File: src/rtl/ac_motor_ramp_control.sv
// Ramp controller for a V/f AC motor drive: ramps the frequency word toward
// a target at a fixed rate and derives a boosted, saturated voltage amplitude.
module ac_motor_ramp_control #(
    parameter int RAMP_DIV = 1000,
    parameter int STEP     = 1,
    parameter int U_BOOST  = 256
) (
    input  logic        clk,
    input  logic        rst,
    input  logic        start,
    input  logic        stop,
    input  logic [11:0] target_freq,
    input  logic        fault,
    input  logic        fault_clr,
    output logic [11:0] frequency,
    output logic [11:0] u_str,
    output logic        pwm_en,
    output logic        at_speed,
    output logic [2:0]  state
);

    typedef enum logic [2:0] {
        IDLE     = 3'd0,
        ACCEL    = 3'd1,
        RUN      = 3'd2,
        DECEL    = 3'd3,
        STOPPING = 3'd4,
        FAULT    = 3'd5
    } state_t;

    localparam logic [15:0] PRESC_MAX = 16'(RAMP_DIV - 1);
    localparam logic [12:0] STEP13    = 13'(STEP);
    localparam logic [11:0] STEP12    = 12'(STEP);
    localparam logic [12:0] BOOST13   = 13'(U_BOOST);
    localparam logic [12:0] U_MAX13   = 13'd4095;

    state_t      cur_state;
    state_t      next_state;
    logic [15:0] presc;
    logic        tick;
    logic [11:0] next_freq;
    logic [12:0] freq13;
    logic [12:0] tgt13;
    logic [12:0] freq_up;
    logic [12:0] u_sum;
    logic [11:0] u_next;
    logic        hold_now;
    logic        hold_next;

    assign freq13    = {1'b0, frequency};
    assign tgt13     = {1'b0, target_freq};
    assign freq_up   = freq13 + STEP13;
    assign u_sum     = freq13 + BOOST13;
    assign u_next    = (u_sum > U_MAX13) ? 12'd4095 : u_sum[11:0];
    assign tick      = (presc == PRESC_MAX);
    assign hold_now  = (cur_state == IDLE) || (cur_state == FAULT);
    assign hold_next = (next_state == IDLE) || (next_state == FAULT);

    assign state    = cur_state;
    assign at_speed = (cur_state == RUN) && (frequency == target_freq);

    // Frequency moves only on prescaler ticks; sums are 13 bits so nothing wraps.
    always_comb begin
        next_freq = frequency;
        if (tick) begin
            case (cur_state)
                ACCEL:    next_freq = (freq_up > tgt13) ? target_freq : freq_up[11:0];
                DECEL:    next_freq = (freq13 >= tgt13 + STEP13) ? (frequency - STEP12) : target_freq;
                STOPPING: next_freq = (freq13 >= STEP13) ? (frequency - STEP12) : 12'd0;
                default:  next_freq = frequency;
            endcase
        end
    end

    // Fault outranks stop, stop outranks start, start outranks target tracking.
    always_comb begin
        next_state = cur_state;
        if (fault) begin
            next_state = FAULT;
        end else begin
            case (cur_state)
                IDLE: begin
                    if (start && !stop && (target_freq != 12'd0))
                        next_state = ACCEL;
                end
                ACCEL: begin
                    if (stop)                          next_state = STOPPING;
                    else if (frequency == target_freq) next_state = RUN;
                    else if (target_freq < frequency)  next_state = DECEL;
                end
                DECEL: begin
                    if (stop)                          next_state = STOPPING;
                    else if (frequency == target_freq) next_state = RUN;
                    else if (target_freq > frequency)  next_state = ACCEL;
                end
                RUN: begin
                    if (stop)                          next_state = STOPPING;
                    else if (target_freq > frequency)  next_state = ACCEL;
                    else if (target_freq < frequency)  next_state = DECEL;
                end
                STOPPING: begin
                    if (frequency == 12'd0) next_state = IDLE;
                end
                FAULT: begin
                    if (fault_clr) next_state = IDLE;
                end
                default: next_state = IDLE;
            endcase
        end
    end

    // Outputs are registered against the next state so a fault zeroes them on the same edge.
    always_ff @(posedge clk) begin
        if (rst) begin
            cur_state <= IDLE;
            frequency <= 12'd0;
            u_str     <= 12'd0;
            pwm_en    <= 1'b0;
            presc     <= 16'd0;
        end else begin
            cur_state <= next_state;
            frequency <= (next_state == FAULT) ? 12'd0 : next_freq;
            u_str     <= hold_next ? 12'd0 : u_next;
            pwm_en    <= !hold_next;
            if (hold_now || hold_next)
                presc <= 16'd0;
            else if (tick)
                presc <= 16'd0;
            else
                presc <= presc + 16'd1;
        end
    end

endmodule

File: config.mk
export PLATFORM = sky130hd
export DESIGN_NAME = ac_motor_ramp_control
export DESIGN_NICKNAME = d
export VERILOG_FILES = /design/src/rtl/ac_motor_ramp_control.sv
export SDC_FILE = /design/constraint.sdc
export NUM_CORES = 1
export LEC_CHECK = 0
export ABC_CLOCK_PERIOD_IN_PS = 4800
export CORE_MARGIN = 2
export CORE_UTILIZATION = 45
export CTS_CLUSTER_SIZE = 28
export DETAILED_ROUTE_END_ITERATION = 6
export PLACE_DENSITY = 0.69
export SLEW_MARGIN = 20
export SYNTH_ARGS = -nofsm -noshare
export SYNTH_HDL_FRONTEND = slang
export SYNTH_SLANG_ARGS = --single-unit
File: constraint.sdc
create_clock -name clk -period 4.8 [get_ports clk]
set_input_delay 0.48 -clock clk [delete_from_list [all_inputs] [get_ports clk]]
set_output_delay 0.48 -clock clk [all_outputs]
set_load 0.01 [all_outputs]
Word level (Yosys, flattened, before mapping)
Cells that the tools add are included.
{ "word_totals": {"in_bits": 18, "out_inout_bits": 29, "ram_bits": 0, "wordCells": 59, "n_memories": 0, "latch_bits": 0, "register_bits": 44, "rom_bits": 0} }
{ "op_classes": {"magnitude_cmp": 6, "n_reduce_logical": 17, "n_mul": 0, "add_sub_neg": 5, "n_shift": 0, "div_mod_pow": 0, "eq_ne": 8, "bitwise_logic": 0, "n_mux": 18} }
{ "op_table": {"columns": ["operator", "n"], "rows": [
  ["two-way mux 12 bit", 4],
  ["two-way mux 3 bit", 12],
  ["case mux 12 bit (3 select lines)", 1],
  ["adder 12 x 1 -> 13 bit (second input constant)", 2],
  ["case mux 3 bit (6 select lines)", 1],
  ["adder 16 x 1 -> 16 bit (second input constant)", 1],
  ["== test 16 x 10 -> 1 bit (second input constant)", 1],
  ["adder 12 x 9 -> 13 bit (second input constant)", 1],
  ["greater-or-equal comparator 12 x 13 -> 1 bit", 1],
  ["> comparator 13 x 12 -> 1 bit", 1],
  ["> comparator 13 x 12 -> 1 bit (second input constant)", 1],
  ["== test 12 bit", 1],
  ["greater-or-equal comparator 12 x 1 -> 1 bit (second input constant)", 1],
  ["> comparator 12 bit", 1],
  ["zero test 12 bit", 1],
  ["less-than comparator 12 bit", 1],
  ["nonzero test 12 bit", 1],
  ["subtractor 12 x 1 -> 12 bit (second input constant)", 1],
  ["== test 3 bit (second input constant)", 3],
  ["== test 3 x 2 -> 1 bit (second input constant)", 2],
  ["zero test 3 bit", 2],
  ["OR reduction 2 bit", 2],
  ["== test 3 x 1 -> 1 bit (second input constant)", 1],
  ["logical AND 1 bit", 3],
  ["5 further kinds", 8]
]} }

Depth between registers and ports, before layout
Gate-level depths: netlist of run 1.
{ "logic_depth": {"word_depth": 10, "depth_mapped": 16, "depth_no_buf": 14} }

Least setup slack after synthesis of run 1
Ideal clock, no wire load.
{ "synth_timing": {"path_kind": "register to register", "start": "reg frequency[0]", "end": "reg frequency[5]", "required_ns": 4.681, "synth_period_minus_slack_ns": 3.467, "setup_ns": 0.119, "arrival_time_ns": 3.348, "stages_incl_launch_ff": 16, "n_path_buf": 1, "path_slack_ns": 1.333, "cell_sequence": "dfxtp_1 -> inv_2 -> nor3_1 -> nand3_1 -> or3_1 -> xnor2_1 -> ha_1 -> and3_1 -> a211oi_1 -> a31o_2 -> a31oi_1 -> nor2_2 -> buf_4 -> mux2i_1 -> o211ai_1 -> o221a_2"} }
{ "synth_via": {"elab_chain_len": 8, "word_cells_on_any_way": 26, "classes_between": "add/sub (2); order compare (5); eq/ne (2); mux (15); reduce/logical (2)"} }
{ "synth_lines": {"columns": ["item", "line_no", "rtl"], "rows": [
  ["start: declaration", "15", "output logic [11:0] frequency,"],
  ["start signal: assignment", "122", "frequency <= (next_state == FAULT) ? 12'd0 : next_freq;"],
  ["branches (longest 8 deep; another with adder 12 x 1 -> 13 bit)", null, null]
]} }
Parallel ways; which one is timed is not known.
A chain may end at the register's enable or synchronous reset.

Worst setup path after layout of run 1
{ "layout_timing": {"start": "reg frequency[0]", "end": "reg frequency[7]"} }
The elaborated chain is that of the path after synthesis.

==> results.sh, run 1 <==
export IMPL_status="complete, no violations"
export IMPL_dp_hpwl_mm=8.618
export IMPL_syn_avg_cell_area_sq_um=8.162
export IMPL_cts_hold_buf=0
export IMPL_yosys_top_cells_count="ha_1, dfxtp_1, xnor2_1"
export IMPL_cts_made_buffers=5
export IMPL_fmax_ghz=0.2390
export IMPL_design_area_sq_um=4476
export IMPL_synth_warnings=0
export IMPL_placed_cell_area_sq_um=4357
export IMPL_seqCellArea_sq_um=880.8
export IMPL_grt_max_degree=25
export IMPL_syn2layout_area_growth_pct=16.67
export IMPL_async_reset_ff_share_pct=0
export IMPL_worst_pin_slew_ns=0.7739
export IMPL_via_per_inst=6.098
export IMPL_cts_max_level=2
export IMPL_layout_nets=571
export IMPL_end_kind="flop"
export IMPL_cts_resized=0
export IMPL_crit_type="flop to flop"
export IMPL_drive_gt1_share_pct=8.841
export IMPL_fin_cells=614
export IMPL_dr_total_vias=3744
export IMPL_tritoncts="built"
export IMPL_die_x_microns=96.33
export IMPL_cts_root_buffer_cell="clkbuf_8"
export IMPL_dr_pass1_iters=5
export IMPL_netlist_area_leader_share_pct=22.96
export IMPL_postRouteAntennaNets=0
export IMPL_insertion_delay_ns=0.32
export IMPL_grt_overflow_total=0
export IMPL_synth_largest_area_cell="dfxtp_1"
export IMPL_tns_ns=0
export IMPL_startpoint_type="flop"
export IMPL_antenna_found_initial=0
export IMPL_cts_sinks=44
export IMPL_arrival_ns=4.40
export IMPL_grt_total_usage_pct=25.67
export IMPL_finalHoldViolCount=0
export IMPL_routed_wl_mm=11.39
export IMPL_worstPathMaxFanout=11
export IMPL_core_sq_um=8258
export IMPL_grt_pass1_wl_mm=18.14
export IMPL_min_path_type="flop to flop"
export IMPL_port_buffers=46
export IMPL_syn_cell_area_sq_um=3836
export IMPL_period_needed_ns=4.183
export IMPL_syn_nets=533
export IMPL_ys_ff_latch=44
export IMPL_syn_inst=470
export IMPL_power_uw=802.6
export IMPL_max_cap_violations=0
export IMPL_dp_cells=606
export IMPL_required_ns=5.02
export IMPL_wl_per_cell_microns=18.55
export IMPL_grt_pass1_vias=3612
export IMPL_synth_distinct_cells=61
export IMPL_start_util_pct=46.45
export IMPL_ctsLongestPathBuffers=2
export IMPL_synth_area_top_cells="dfxtp_1, ha_1, xnor2_1, nor3_1, nand3_1"
export IMPL_place_congestion=0.9224
export IMPL_ir_drop_mv=0.1332
export IMPL_fp_dieH_microns=96.33
export IMPL_rows=33
export IMPL_p_leak_uw=0.001765
export IMPL_synth_seq_area_share_pct=22.96
export IMPL_synth_most_common_cell="ha_1"
export IMPL_post_cts_buffers=0
export IMPL_n_antenna_cell=0
export IMPL_slew_headroom_pct=48.06
export IMPL_drc_errors=0
export IMPL_skew_ns=0.01586
export IMPL_synth_edf_count=0
export IMPL_synthFlopType="dfxtp_1"
export IMPL_power_density_nw_per_um2=179.3
export IMPL_report_final_setup_viol=0
export IMPL_holdWs_ns=0.4611
export IMPL_dieArea_sq_um=9279
export IMPL_fillers=798
export IMPL_report_final_slew_viol_count=0
export IMPL_rsz0062_at_grt="false"
export IMPL_period_share_pct=87.15
export IMPL_drtIter0Drc=237
export IMPL_io_pins=47
export IMPL_clkSlewWorstSetupHoldPaths_ns=0.10
export IMPL_multi_input_area_sq_um=2719
-- cell type report --
| cell class | instances | area share (%) |
|---|---|---|
| Clock buffer | 5 | 1.538 |
| Clock inverter | 3 | 1.034 |
| Inverter | 33 | 2.768 |
| Multi-Input combinational cell | 372 | 60.75 |
| Sequential cell | 44 | 19.68 |
| Tap cell | 105 | 2.935 |
| Timing Repair Buffer | 52 | 11.29 |
-- flip-flops by register name, indices dropped and copies added, names as in the netlist --
signal,cells
presc,16
frequency,12
pwm_en,1
u_str,12
state,3
-- metal layers --
metal / up-vias / track usage, % / share of wire [%]
li1: 1791 / - / -
met1: 1744 / 33.76 / 45
met2: 179 / 40.91 / 44
met3: 30 / 5.168 / 8.5
met4: 0 / 10.56 / 3.3
met5: - / 0 / 0
-- final timing paths --
check / depth (start not counted) / slack, ns / to / start
setup / recovery: 15 / 0.62 / frequency[7] / frequency[0]
hold / removal: 1 / 0.46 / presc[0] / presc[0]
setup reg to reg: 15 / 0.62 / frequency[7] / frequency[0]
hold reg to reg: 1 / 0.46 / presc[0] / presc[0]
-- per-stage QoR --
| stage | setup slack (ns) | utilization (%) |
|---|---|---|
| finish | 0.6167 | 54.20 |
| global placement | 0.7310 | 52.76 |
| CTS | 0.6685 | 54.15 |
| global route | 0.3422 | 54.20 |
| floorplan | 1.333 | - |
| detailed placement | 0.6919 | 52.76 |
-- report_power, final --
part / internal [uW] / switching [uW] / total [uW]
registers: 368 / 4.24 / 373
clock network: 157 / 147 / 304
logic: 49.2 / 76.4 / 126
total: 575 / 228 / 803
-- logic make-up after synthesis --
logic type / after synthesis / share of synthesized area, %
AOI/OAI and AO/OA: 98 / 18.95
xor gates and xnor gates: 46 / 10.50
adders and majority gates: 45 / 14.68
buffers and inverters: 54 / 6.262
DFF: 44 / 22.96
muxes: 11 / 2.968
and+or+nand+nor: 172 / 23.68
-- worst max-delay path, cell delays in order (launching register included) --
cell and delay [ns]:
dfxtp_1 0.62, inv_2 0.20, nor3_1 0.26, nand3_1 0.22, or3_1 0.44, xnor2_1 0.23
ha_1 0.30, and3_1 0.20, a211oi_1 0.21, a31o_2 0.13, a31oi_1 0.06, nor2_2 0.32
buf_4 0.27, mux2i_1 0.22, o221ai_1 0.15, o221a_2 0.25
-- cells in the final DEF (no fill, tap or decap), drive strengths merged, types with 5 or more instances in the layout --
master | Yosys | final
buf | 13 | 6
nand4 | 13 | 13
nor2b | 8 | 8
a31oi | 5 | 5
nor3 | 30 | 30
a21oi | 25 | 25
clkdlybuf4s50 | 0 | 46
nand2 | 30 | 30
a211oi | 7 | 7
clkbuf | 8 | 5
nand3 | 28 | 28
nor4 | 8 | 8
mux2i | 8 | 8
ha | 45 | 45
and3 | 6 | 6
inv | 32 | 33
o21ai | 13 | 13
nor2 | 32 | 32
o211ai | 7 | 7
o221a | 7 | 7
dfxtp | 44 | 44
xnor2 | 35 | 35
xor2 | 11 | 11
No activity file was read; power rests on OpenSTA's default activity.
==> run 2: changes to the inputs <==
--- a/config.mk
+++ b/config.mk
@@ -11,7 +11,7 @@
 export CTS_CLUSTER_SIZE = 28
 export DETAILED_ROUTE_END_ITERATION = 6
 export PLACE_DENSITY = 0.69
-export SLEW_MARGIN = 20
+export SLEW_MARGIN = 40
 export SYNTH_ARGS = -nofsm -noshare
 export SYNTH_HDL_FRONTEND = slang
 export SYNTH_SLANG_ARGS = --single-unit
==> run 2 against run 1 <==
  * Sequential share of layout area unchanged
  * Critical path depth unchanged
  * Die area stayed put
  * Combinational power hardly changed
  * First-iteration DRC count rose by 36%
  * Flip-flop and latch count unchanged
  * Critical path type unchanged
  * Critical endpoint unchanged
==> results.sh, run 2 (same netlist as run 1, synthesis figures left out) <==
export IMPL_drive_gt1_share_pct=8.841
export IMPL_post_cts_buffers=0
export IMPL_max_cap_violations=0
export IMPL_cts_root_buffer_cell="clkbuf_8"
export IMPL_antenna_found_initial=0
export IMPL_drtIter0Drc=322
export IMPL_report_final_slew_viol_count=0
export IMPL_seqCellArea_sq_um=880.8
export IMPL_cts_sinks=44
export IMPL_core_sq_um=8258
export IMPL_worstPathMaxFanout=11
export IMPL_place_congestion=0.9224
export IMPL_crit_type="flop to flop"
export IMPL_ctsLongestPathBuffers=2
export IMPL_period_needed_ns=4.178
export IMPL_end_kind="flop"
export IMPL_dp_hpwl_mm=8.664
export IMPL_arrival_ns=4.39
export IMPL_via_per_inst=6.104
export IMPL_clkSlewWorstSetupHoldPaths_ns=0.10
export IMPL_skew_ns=0.01556
export IMPL_period_share_pct=87.05
export IMPL_largest_register="presc"
export IMPL_routed_wl_mm=11.42
export IMPL_dr_total_vias=3748
export IMPL_reg2reg_to="frequency[7]"
export IMPL_layout_nets=571
export IMPL_critPathLaunch="frequency[0]"
export IMPL_fin_cells=614
export IMPL_r2r_slack_ns=0.62
export IMPL_rows=33
export IMPL_cts_resized=0
export IMPL_r2r_start="frequency[0]"
export IMPL_finalHoldViolCount=0
export IMPL_final_cell_mix="clkdlybuf4s50_1, ha_1, dfxtp_1"
export IMPL_rsz0062_at_grt="false"
export IMPL_reg2reg_depth=15
export IMPL_start_util_pct=46.45
export IMPL_cts_hold_buf=0
export IMPL_power_uw=798.7
export IMPL_io_pins=47
export IMPL_largest_reg_flops=16
export IMPL_port_buffers=46
export IMPL_dp_cells=606
export IMPL_fillers=806
export IMPL_top_regs="presc x16, frequency x12, u_str x12"
export IMPL_slew_headroom_pct=47.37
export IMPL_die_x_microns=96.33
export IMPL_dieArea_sq_um=9279
export IMPL_n_antenna_cell=0
export IMPL_grt_total_usage_pct=25.36
export IMPL_tns_ns=0
export IMPL_dr_pass1_iters=5
export IMPL_fp_dieH_microns=96.33
export IMPL_report_final_setup_viol=0
export IMPL_ir_drop_mv=0.1119
export IMPL_grt_pass1_vias=3592
export IMPL_p_leak_uw=0.001765
export IMPL_multi_input_area_sq_um=2719
export IMPL_startpoint_type="flop"
export IMPL_worst_slack_ns=0.6216
export IMPL_wl_per_cell_microns=18.60
export IMPL_min_path_type="flop to flop"
export IMPL_required_ns=5.01
export IMPL_postRouteAntennaNets=0
export IMPL_grt_max_degree=25
export IMPL_power_density_nw_per_um2=178.4
export IMPL_cts_made_buffers=5
export IMPL_fmax_ghz=0.2393
export IMPL_dp_slack_ns=0.7180
export IMPL_syn2layout_area_growth_pct=16.67
export IMPL_layout_commonest_cell="clkdlybuf4s50_1"
export IMPL_tritoncts="built"
export IMPL_drc_errors=0
export IMPL_status="complete, no violations"
export IMPL_insertion_delay_ns=0.31
export IMPL_cp_endpoint="frequency[7]"
export IMPL_grt_pass1_wl_mm=18.06
export IMPL_cts_max_level=2
export IMPL_holdWs_ns=0.4615
export IMPL_worst_pin_slew_ns=0.7842
export IMPL_grt_overflow_total=0
==> run 2: cell counts in the layout (fill, tap and decap cells not counted) <==
Identical to the previous run, type by type.
==> run 2: cell type report <==
type	count	area share, %
clock inverters	3	1.034
multi-input cells	372	60.75
inverters	33	2.768
flip-flops and latches	44	19.68
repair buffers	52	11.29
clock buffers	5	1.538
well taps	105	2.935
==> run 2: worst max-delay path, cell delays in order (launching register included) <==
cell and delay, ns:
dfxtp_1 0.61, inv_2 0.20, nor3_1 0.22, nand3_1 0.22, or3_1 0.45, xnor2_1 0.22
ha_1 0.30, and3_1 0.21, a211oi_1 0.22, a31o_2 0.14, a31oi_1 0.06, nor2_2 0.33
buf_4 0.27, mux2i_1 0.23, o221ai_1 0.15, o221a_2 0.26
==> run 2: worst min path at each step <==
stage | slack (ns) | to | cells past startpoint | start
final | 0.46 | presc[0] | 1 | presc[0]
after global routing | 0.48 | presc[0] | 1 | presc[0]
after CTS | 0.47 | presc[0] | 1 | presc[0]
after detailed placement | 0.45 | presc[0] | 1 | presc[0]
after global placement | 0.45 | presc[0] | 1 | presc[0]
after floorplan | 0.43 | presc[0] | 1 | presc[0]
==> run 2: metrics by stage <==
stage                     utilization [%]  area, sq um
after floorplan                         -         3836
after global placement              52.76         4357
after detailed placement            52.80         4360
after CTS                           54.20         4476
after global routing                54.20         4476
final                               54.20         4476
==> run 2: metal layers <==
| layer | vias up | share of wire [%] | routed length [microns] | track usage [%] |
|---|---|---|---|---|
| li1 | 1787 | - | - | - |
| met1 | 1737 | 44 | 5012 | 34.03 |
| met2 | 187 | 43 | 4955 | 39.64 |
| met3 | 37 | 8.8 | 1008 | 4.464 |
| met4 | 0 | 3.9 | 444 | 11.27 |
| met5 | - | 0 | 0 | 0 |
==> run 2: report_power, final <==
part / switching [uW] / internal [uW] / leakage, uW / total (uW)
logic: 76.8 / 49.4 / 0.00135 / 126
registers: 4.31 / 368 / 0.000355 / 373
clock network: 143 / 157 / 0.0000548 / 300
total: 224 / 575 / 0.00176 / 799
